### src/rtl/fc_input_loader.sv
`default_nettype none
// ============================================================================
//  Module   : fc_input_loader
//  Purpose  : Loads words from a valid/ready stream into the FC external
//             write port. The order is FC1 weights, FC2 weights, right
//             answers, then the flatten input. It then holds enable high
//             until the FC reports all_end.
//  Ports    : clk, reset             - clock, synchronous active-high reset
//             start, load_mask[2:0]  - begin a sequence and pick the optional
//                                      phases: [0] W1, [1] W2, [2] answers
//             src_valid/src_data/src_ready - input word stream
//             ex_we/ex_addr/ex_value - FC write port (one-cycle pulse per word)
//             weight1/weight2/right_answer - phase selects, valid with ex_we
//             enable, all_end        - FC run handshake
//             busy, done             - sequencer status
//  Revision : 1.0 - initial release
// ============================================================================
module fc_input_loader #(
  parameter int FRT_CELL = 14,
  parameter int MID_CELL = 10,
  parameter int BCK_CELL = 5
) (
  input  logic        clk,
  input  logic        reset,
  input  logic        start,
  input  logic [2:0]  load_mask,
  input  logic        src_valid,
  input  logic [15:0] src_data,
  output logic        src_ready,
  output logic        ex_we,
  output logic [15:0] ex_addr,
  output logic [15:0] ex_value,
  output logic        weight1,
  output logic        weight2,
  output logic        right_answer,
  output logic        enable,
  input  logic        all_end,
  output logic        busy,
  output logic        done
);

  typedef enum logic [2:0] {
    IDLE   = 3'd0,
    LD_W1  = 3'd1,
    LD_W2  = 3'd2,
    LD_ANS = 3'd3,
    LD_IN  = 3'd4,
    RUN    = 3'd5,
    DONE   = 3'd6
  } state_t;

  // Index of the last word in each phase
  localparam logic [15:0] c_W1_LAST  = 16'(FRT_CELL * MID_CELL - 1);
  localparam logic [15:0] c_W2_LAST  = 16'(MID_CELL * BCK_CELL - 1);
  localparam logic [15:0] c_ANS_LAST = 16'(BCK_CELL - 1);
  localparam logic [15:0] c_IN_LAST  = 16'(FRT_CELL - 1);

  state_t      r_state;
  logic [15:0] r_cnt;
  logic [2:0]  r_mask;
  logic        w_accept;
  logic        w_last;

  // Phase that follows s, skipping optional phases not enabled in m.
  // From IDLE this gives the first phase of a new sequence.
  function automatic state_t next_phase(input state_t s, input logic [2:0] m);
    state_t n;
    n = RUN;
    case (s)
      IDLE:    n = m[0] ? LD_W1 : (m[1] ? LD_W2 : (m[2] ? LD_ANS : LD_IN));
      LD_W1:   n = m[1] ? LD_W2 : (m[2] ? LD_ANS : LD_IN);
      LD_W2:   n = m[2] ? LD_ANS : LD_IN;
      LD_ANS:  n = LD_IN;
      default: n = RUN;
    endcase
    return n;
  endfunction

  assign src_ready = (r_state == LD_W1) || (r_state == LD_W2) ||
                     (r_state == LD_ANS) || (r_state == LD_IN);
  assign busy      = (r_state != IDLE);
  assign w_accept  = src_valid && src_ready;

  always_comb begin
    w_last = 1'b0;
    case (r_state)
      LD_W1:   w_last = (r_cnt == c_W1_LAST);
      LD_W2:   w_last = (r_cnt == c_W2_LAST);
      LD_ANS:  w_last = (r_cnt == c_ANS_LAST);
      LD_IN:   w_last = (r_cnt == c_IN_LAST);
      default: w_last = 1'b0;
    endcase
  end

  always_ff @(posedge clk) begin
    if (reset) begin
      r_state      <= IDLE;
      r_cnt        <= 16'd0;
      r_mask       <= 3'd0;
      ex_we        <= 1'b0;
      ex_addr      <= 16'd0;
      ex_value     <= 16'd0;
      weight1      <= 1'b0;
      weight2      <= 1'b0;
      right_answer <= 1'b0;
      enable       <= 1'b0;
      done         <= 1'b0;
    end else begin
      ex_we        <= 1'b0;
      weight1      <= 1'b0;
      weight2      <= 1'b0;
      right_answer <= 1'b0;
      // enable falls in the same cycle the FSM reaches DONE, and done is high
      // exactly while the FSM sits in DONE
      enable       <= (r_state == RUN) && !all_end;
      done         <= (r_state == RUN) && all_end;

      case (r_state)
        IDLE: begin
          if (start) begin
            r_mask  <= load_mask;
            r_cnt   <= 16'd0;
            r_state <= next_phase(IDLE, load_mask);
          end
        end
        LD_W1, LD_W2, LD_ANS, LD_IN: begin
          if (w_accept) begin
            ex_we        <= 1'b1;
            ex_value     <= src_data;
            ex_addr      <= r_cnt;
            weight1      <= (r_state == LD_W1);
            weight2      <= (r_state == LD_W2);
            right_answer <= (r_state == LD_ANS);
            if (w_last) begin
              r_cnt   <= 16'd0;
              r_state <= next_phase(r_state, r_mask);
            end else begin
              r_cnt <= r_cnt + 16'd1;
            end
          end
        end
        RUN: begin
          if (all_end) begin
            r_state <= DONE;
          end
        end
        DONE:    r_state <= IDLE;
        default: r_state <= IDLE;
      endcase
    end
  end

endmodule
`default_nettype wire

### config.mk
export PLATFORM = sky130hd
export DESIGN_NAME = fc_input_loader
export DESIGN_NICKNAME = d
export VERILOG_FILES = /design/src/rtl/fc_input_loader.sv
export SDC_FILE = /design/constraint.sdc
export NUM_CORES = 1
export LEC_CHECK = 0
export CAP_MARGIN = 0
export CORE_AREA = 2 2 61 91
export DETAILED_ROUTE_END_ITERATION = 16
export DIE_AREA = 0 0 63 93
export PLACE_DENSITY = 0.83
export SLEW_MARGIN = 20
export SYNTH_ARGS = -nofsm -noshare
export SYNTH_HDL_FRONTEND = slang
export SYNTH_SLANG_ARGS = --single-unit
### constraint.sdc
create_clock -name clk -period 4.2 [get_ports clk]
set_input_delay 0.63 -clock clk [delete_from_list [all_inputs] [get_ports clk]]
set_output_delay 0.63 -clock clk [all_outputs]
set_load 0.01 [all_outputs]
# Yosys cells after proc, flatten, opt, wreduce, memory -nomap -nowiden
# Cells that the tools add are included.
[word_totals]
ff_bits = 60
output_inout_bits = 40
[op_classes]
n_mux = 17
bitwise_logic = 2
eq_ne = 13
addsub = 1
reduce_logical = 17
[ops]
columns = ["cell", "n"]
rows = [
  ["16-bit two-way mux", 3],
  ["16-bit case mux with 2 select lines", 1],
  ["3-bit two-way mux", 9],
  ["3-bit case mux with 3 select lines", 2],
  ["16-bit by 1-bit adder with 16-bit output, second input constant", 1],
  ["16-bit by 3-bit == test with 1-bit output, second input constant", 1],
  ["16-bit by 4-bit == test with 1-bit output, second input constant", 1],
  ["16-bit by 6-bit == test with 1-bit output, second input constant", 1],
  ["16-bit by 8-bit == test with 1-bit output, second input constant", 1],
  ["2-bit != test, second input constant", 4],
  ["3-bit by 2-bit == test with 1-bit output, second input constant", 2],
  ["3-bit == test, second input constant", 2],
  ["1-bit case mux with 4 select lines", 1],
  ["2-bit AND reduction", 2],
  ["4-bit AND reduction", 1],
  ["4-bit OR reduction", 1],
  ["3-bit by 1-bit == test with 1-bit output, second input constant", 1],
  ["1-bit logical AND", 3],
  ["3-bit logical NOT", 1],
  ["1-bit logical OR", 3],
  ["3-bit AND reduction", 1],
  ["3-bit nonzero test", 1],
  ["3-bit OR reduction", 1],
  ["1-bit NOT", 2],
  ["4 further kinds", 4],
]

# Logic depth before layout (Yosys ltp)
[logic_depth]
depth_word = 7
ltp_mapped = 9

# Worst setup path after synthesis
# No wires, ideal clock.
[synth_path]
path_kind = "input to register"
startpoint = "in src_valid"
endpoint = "reg r_state[0]"
setup_time_ns = 0.086
slack_ns = 2.435
path_stages = 6
arrival_ns = 1.679
cell_sequence = "o21a_2 a211oi_4 a31oi_1 and4_4 or2_0 a211oi_1"
[synth_between]
elab_chain_len = 3
[synth_lines]
columns = ["item", "line", "rtl"]
rows = [
  ["start: declaration", "27", "input logic src_valid,"],
  ["1-bit logical AND", "82", "assign w_accept = src_valid && src_ready;"],
  ["2-bit != test (no line)", "--", ""],
  ["4-bit AND reduction (no line)", "--", ""],
  ["end signal: assignment", "123", "r_state <= next_phase(IDLE, load_mask);"],
  ["end signal: assignment", "136", "r_state <= next_phase(r_state, r_mask);"],
  ["end: declaration", "58", "state_t r_state;"],
]
# No other way between the ends.
# A chain may end at the register's enable or synchronous reset.

# Worst setup path after layout
[layout_path]
startpoint = "reg r_state[0]"
endpoint = "out src_ready"
[layout_between]
elab_chain_len = 4
elab_cells_between_ends = 7
classes_between = "eq/ne: 4; reduce/logical: 3"
[layout_lines]
columns = ["item", "line", "rtl"]
rows = [
  ["3-bit by 1-bit == test with 1-bit output / 3-bit by 2-bit == test with 1-bit output (equally long branches)", "79", "assign src_ready = (r_state == LD_W1) || (r_state == LD_W2) ||"],
  ["1-bit logical OR (2 in a row)", "79", ""],
  ["1-bit logical OR *", "80", "(r_state == LD_ANS) || (r_state == LD_IN);"],
  ["end: declaration", "29", "output logic src_ready,"],
]
# Mark *: on every way between the ends. The rest lies on a longest branch, timed or not.

==> flow_summary.ini <==
[run_status]
status = finished clean

[floorplanning]
die_w_um = 63
floorplan.die.height_um = 93
fp.dieArea_sq_um = 5860
boundaryPins = 64
placementRows = 32
start_util_pct = 51.3
design.core.area_sq_um = 5080

[route]
detail_route.vias_per_cell = 5.48
route.vias.total = 2468
drt-total-wl_um = 6440
first_pass_iters = 5
drt_first_iter_violations = 131
antenna_left = 0
drc = 0
routed_wire_length_per_instance_um = 14.3

[place]
globalplace.congestion = 0.867
portBuffers = 63
detailed_place.area_sq_um = 3220
post-dp-hpwl_um = 4390

[logic_synthesis]
synthFlopType = sky130_fd_sc_hd__dfxtp_1
synth.top_cells.by_count = 74 x sky130_fd_sc_hd__nand2_1, 59 x sky130_fd_sc_hd__dfxtp_1, 41 x sky130_fd_sc_hd__a21oi_1
synth_top_area_share_pct = 45.3
postSynthNetCount = 349
yosysSeqAreaShare_pct = 45.3
synth_largest_area_cell = sky130_fd_sc_hd__dfxtp_1
arithmetic_cell_share_of_the_synthesized_area_counting_full_adders_half_adders_and_majority_gates_pct = 0.479
postSynthRegisterBits = 59
synth.area.mux_share_pct = 1.92
synth-simple-area-share_pct = 27.4
synth.area.top_cells = sky130_fd_sc_hd__dfxtp_1 45%, sky130_fd_sc_hd__nand2_1 11%, sky130_fd_sc_hd__a21oi_1 7.9%
netlist_area_sq_um = 2610
synth.yosys.warnings = 0
synth_cell_types = 44
per_instance_average_area_after_synthesis_sq_um = 8.06
synth_compound_area_share_pct = 14.7
syn-instance-count = 324
synth_enable_flop_cells = 0
ys_async_sr_fraction_pct = 0
post-synth-top-count-cell = sky130_fd_sc_hd__nand2_1
post_synth_xor_area_fraction_pct = 5.03
synth_top_family_by_area = simple AND/OR/NAND/NOR gates

[min_path]
hold_path_class = reg -> reg

[clocking]
cts_max_level = 3
clockRootBuffer = sky130_fd_sc_hd__clkbuf_8
cts_num_sinks = 59
postCtsSetupBuffers = 0
cts-hold-fix-buffers = 0
max-clock-path-buffers = 2
cts.clk_slew.worst_paths_ps = 70
cts.repair.resized = 0
cts_buffers = 9
clk_latency_ps = 340
cts_tree = built

[global_route]
grtUsageTotal_pct = 23.0
first_global_vias = 2318
wire_length_of_the_first_global_routing_pass_um = 10700
maximum_number_of_pins_on_one_net_before_global_route_repair = 42
global_route.overflow_total = 0
grt_antenna_before_repair = 0

[critical_path]
path_max_fanout = 21
cp_data_required_time_ps = 3570
cp_data_arrival_time_ps = 2250
crit_path_end_kind = output pin
timing.setup.critical_path_class = reg -> out
critical_path_launch_point_type = flip-flop

[timing]
maxClockFrequency_ghz = 0.348
min_period_over_period_pct = 68.5
report.final.slew_viol_count = 0
min_period_ps = 2880
setup_skew_ps = 11.8
max_slew_margin_pct = 45.3
fin_setup_tns_ps = 0
timing.final.hold_violations = 0
grt_setup_unrepaired = no
worst-slew-pin-transition_ps = 819
finalSetupViolations = 0

[finish]
design.final.nets = 402
fin_area_sq_um = 3450
syn_to_final_growth_pct = 32.2
antenna-diode-count = 0
post_route_cells_drive_above_1_share_pct = 6.81
nFillCells = 428

[power_and_ir_drop]
vdd_ir_drop_max_v = 0.000303
total_power_mw = 1.86
cellPowerDensity_nw_per_um2 = 539
pleak_nw = 1.21

[run]
cap_violations = 0
==> layer usage <==
metal	GRT usage [%]	vias to the layer above	routed length, um
met5	0	-	0
met4	10.9	0	215
met3	5.66	26	354
met2	41.1	92	3370
met1	25.3	1151	2510
li1	-	1199	-
==> report_power, final <==
part,leakage (nW),internal [mW],switching [mW]
logic,0.620,0.259,0.303
clock network,0.108,0.350,0.229
registers,0.478,0.629,0.0895
total,1.21,1.24,0.622
==> logic make-up after synthesis <==
family	after synthesis
buffers and inverters	28
AND/OR/NAND/NOR	153
XOR/XNOR	15
multiplexers	5
adder cells (fa/ha/maj)	1
flip-flops	59
AO/OA/AOI/OAI	63
==> final timing paths <==
| check | startpoint | end | slack [ps] | depth (start not counted) |
|---|---|---|---|---|
| setup / recovery | r_state[0]$_SDFFE_PP0P_ | src_ready | 1320 | 3 |
| hold / removal | ex_value[1]$_SDFFE_PP0N_ | ex_value[1]$_SDFFE_PP0N_ | 450 | 2 |
| setup reg to reg | r_state[2]$_SDFFE_PP0P_ | r_cnt[11]$_SDFFE_PP0P_ | 1680 | 6 |
| hold reg to reg | ex_value[1]$_SDFFE_PP0N_ | ex_value[1]$_SDFFE_PP0N_ | 450 | 2 |
==> cell usage in the layout (no fill, tap or decap), drive strengths merged, types with 2 or more instances in the layout <==
master | netlist | routed
clkinv | 0 | 2
dfxtp | 59 | 59
clkbuf | 12 | 10
xnor2 | 11 | 11
o21bai | 2 | 2
a211o | 2 | 2
nand3 | 7 | 7
clkdlybuf4s50 | 0 | 63
a311oi | 2 | 2
a21oi | 41 | 41
nor3 | 10 | 10
mux2i | 5 | 5
and3 | 5 | 5
and4b | 2 | 2
o21ai | 4 | 4
nand2b | 3 | 3
nand3b | 4 | 4
clkinvlp | 0 | 2
nand2 | 74 | 74
bufinv | 0 | 2
a21o | 2 | 2
xor2 | 4 | 4
a211oi | 4 | 4
nor2b | 2 | 2
nor3b | 2 | 2
nand4 | 5 | 5
or2 | 2 | 2
inv | 6 | 6
nor4 | 4 | 4
nor2 | 27 | 27
or3 | 2 | 2
==> registers in the layout, indices dropped and copies added (netlist names), 2 cells and up <==
| name | cells |
|---|---|
| r_state | 3 |
| r_mask | 2 |
| ex_addr | 16 |
| r_cnt | 16 |
| ex_value | 16 |
==> critical path, stage by stage, from the launching register on <==
cell and delay, ps:
sky130_fd_sc_hd__dfxtp_1 800, sky130_fd_sc_hd__nor2_4 160, sky130_fd_sc_hd__xnor2_1 320, sky130_fd_sc_hd__clkdlybuf4s50_1 630
==> metrics by stage <==
stage	worst slack [ps]	util (%)	std cells	hold slack, ps
finish	1320	67.8	450	454
global route	1180	67.8	450	481
CTS	1360	67.8	450	457
detailed placement	1640	63.3	434	446
global placement	1650	63.3	434	441
floorplan	2440	-	324	457
==> cell type report <==
type / instances / area, sq um / area share, %
inverters: 6 / 22.5 / 0.653
flip-flops and latches: 59 / 1180 / 34.2
clock buffers: 10 / 138 / 3.99
well taps: 68 / 85.1 / 2.47
clock inverters: 6 / 88.8 / 2.58
multi-input cells: 237 / 1300 / 37.6
repair buffers: 64 / 638 / 18.5
Note: power is estimated with default switching activity, not from simulation.
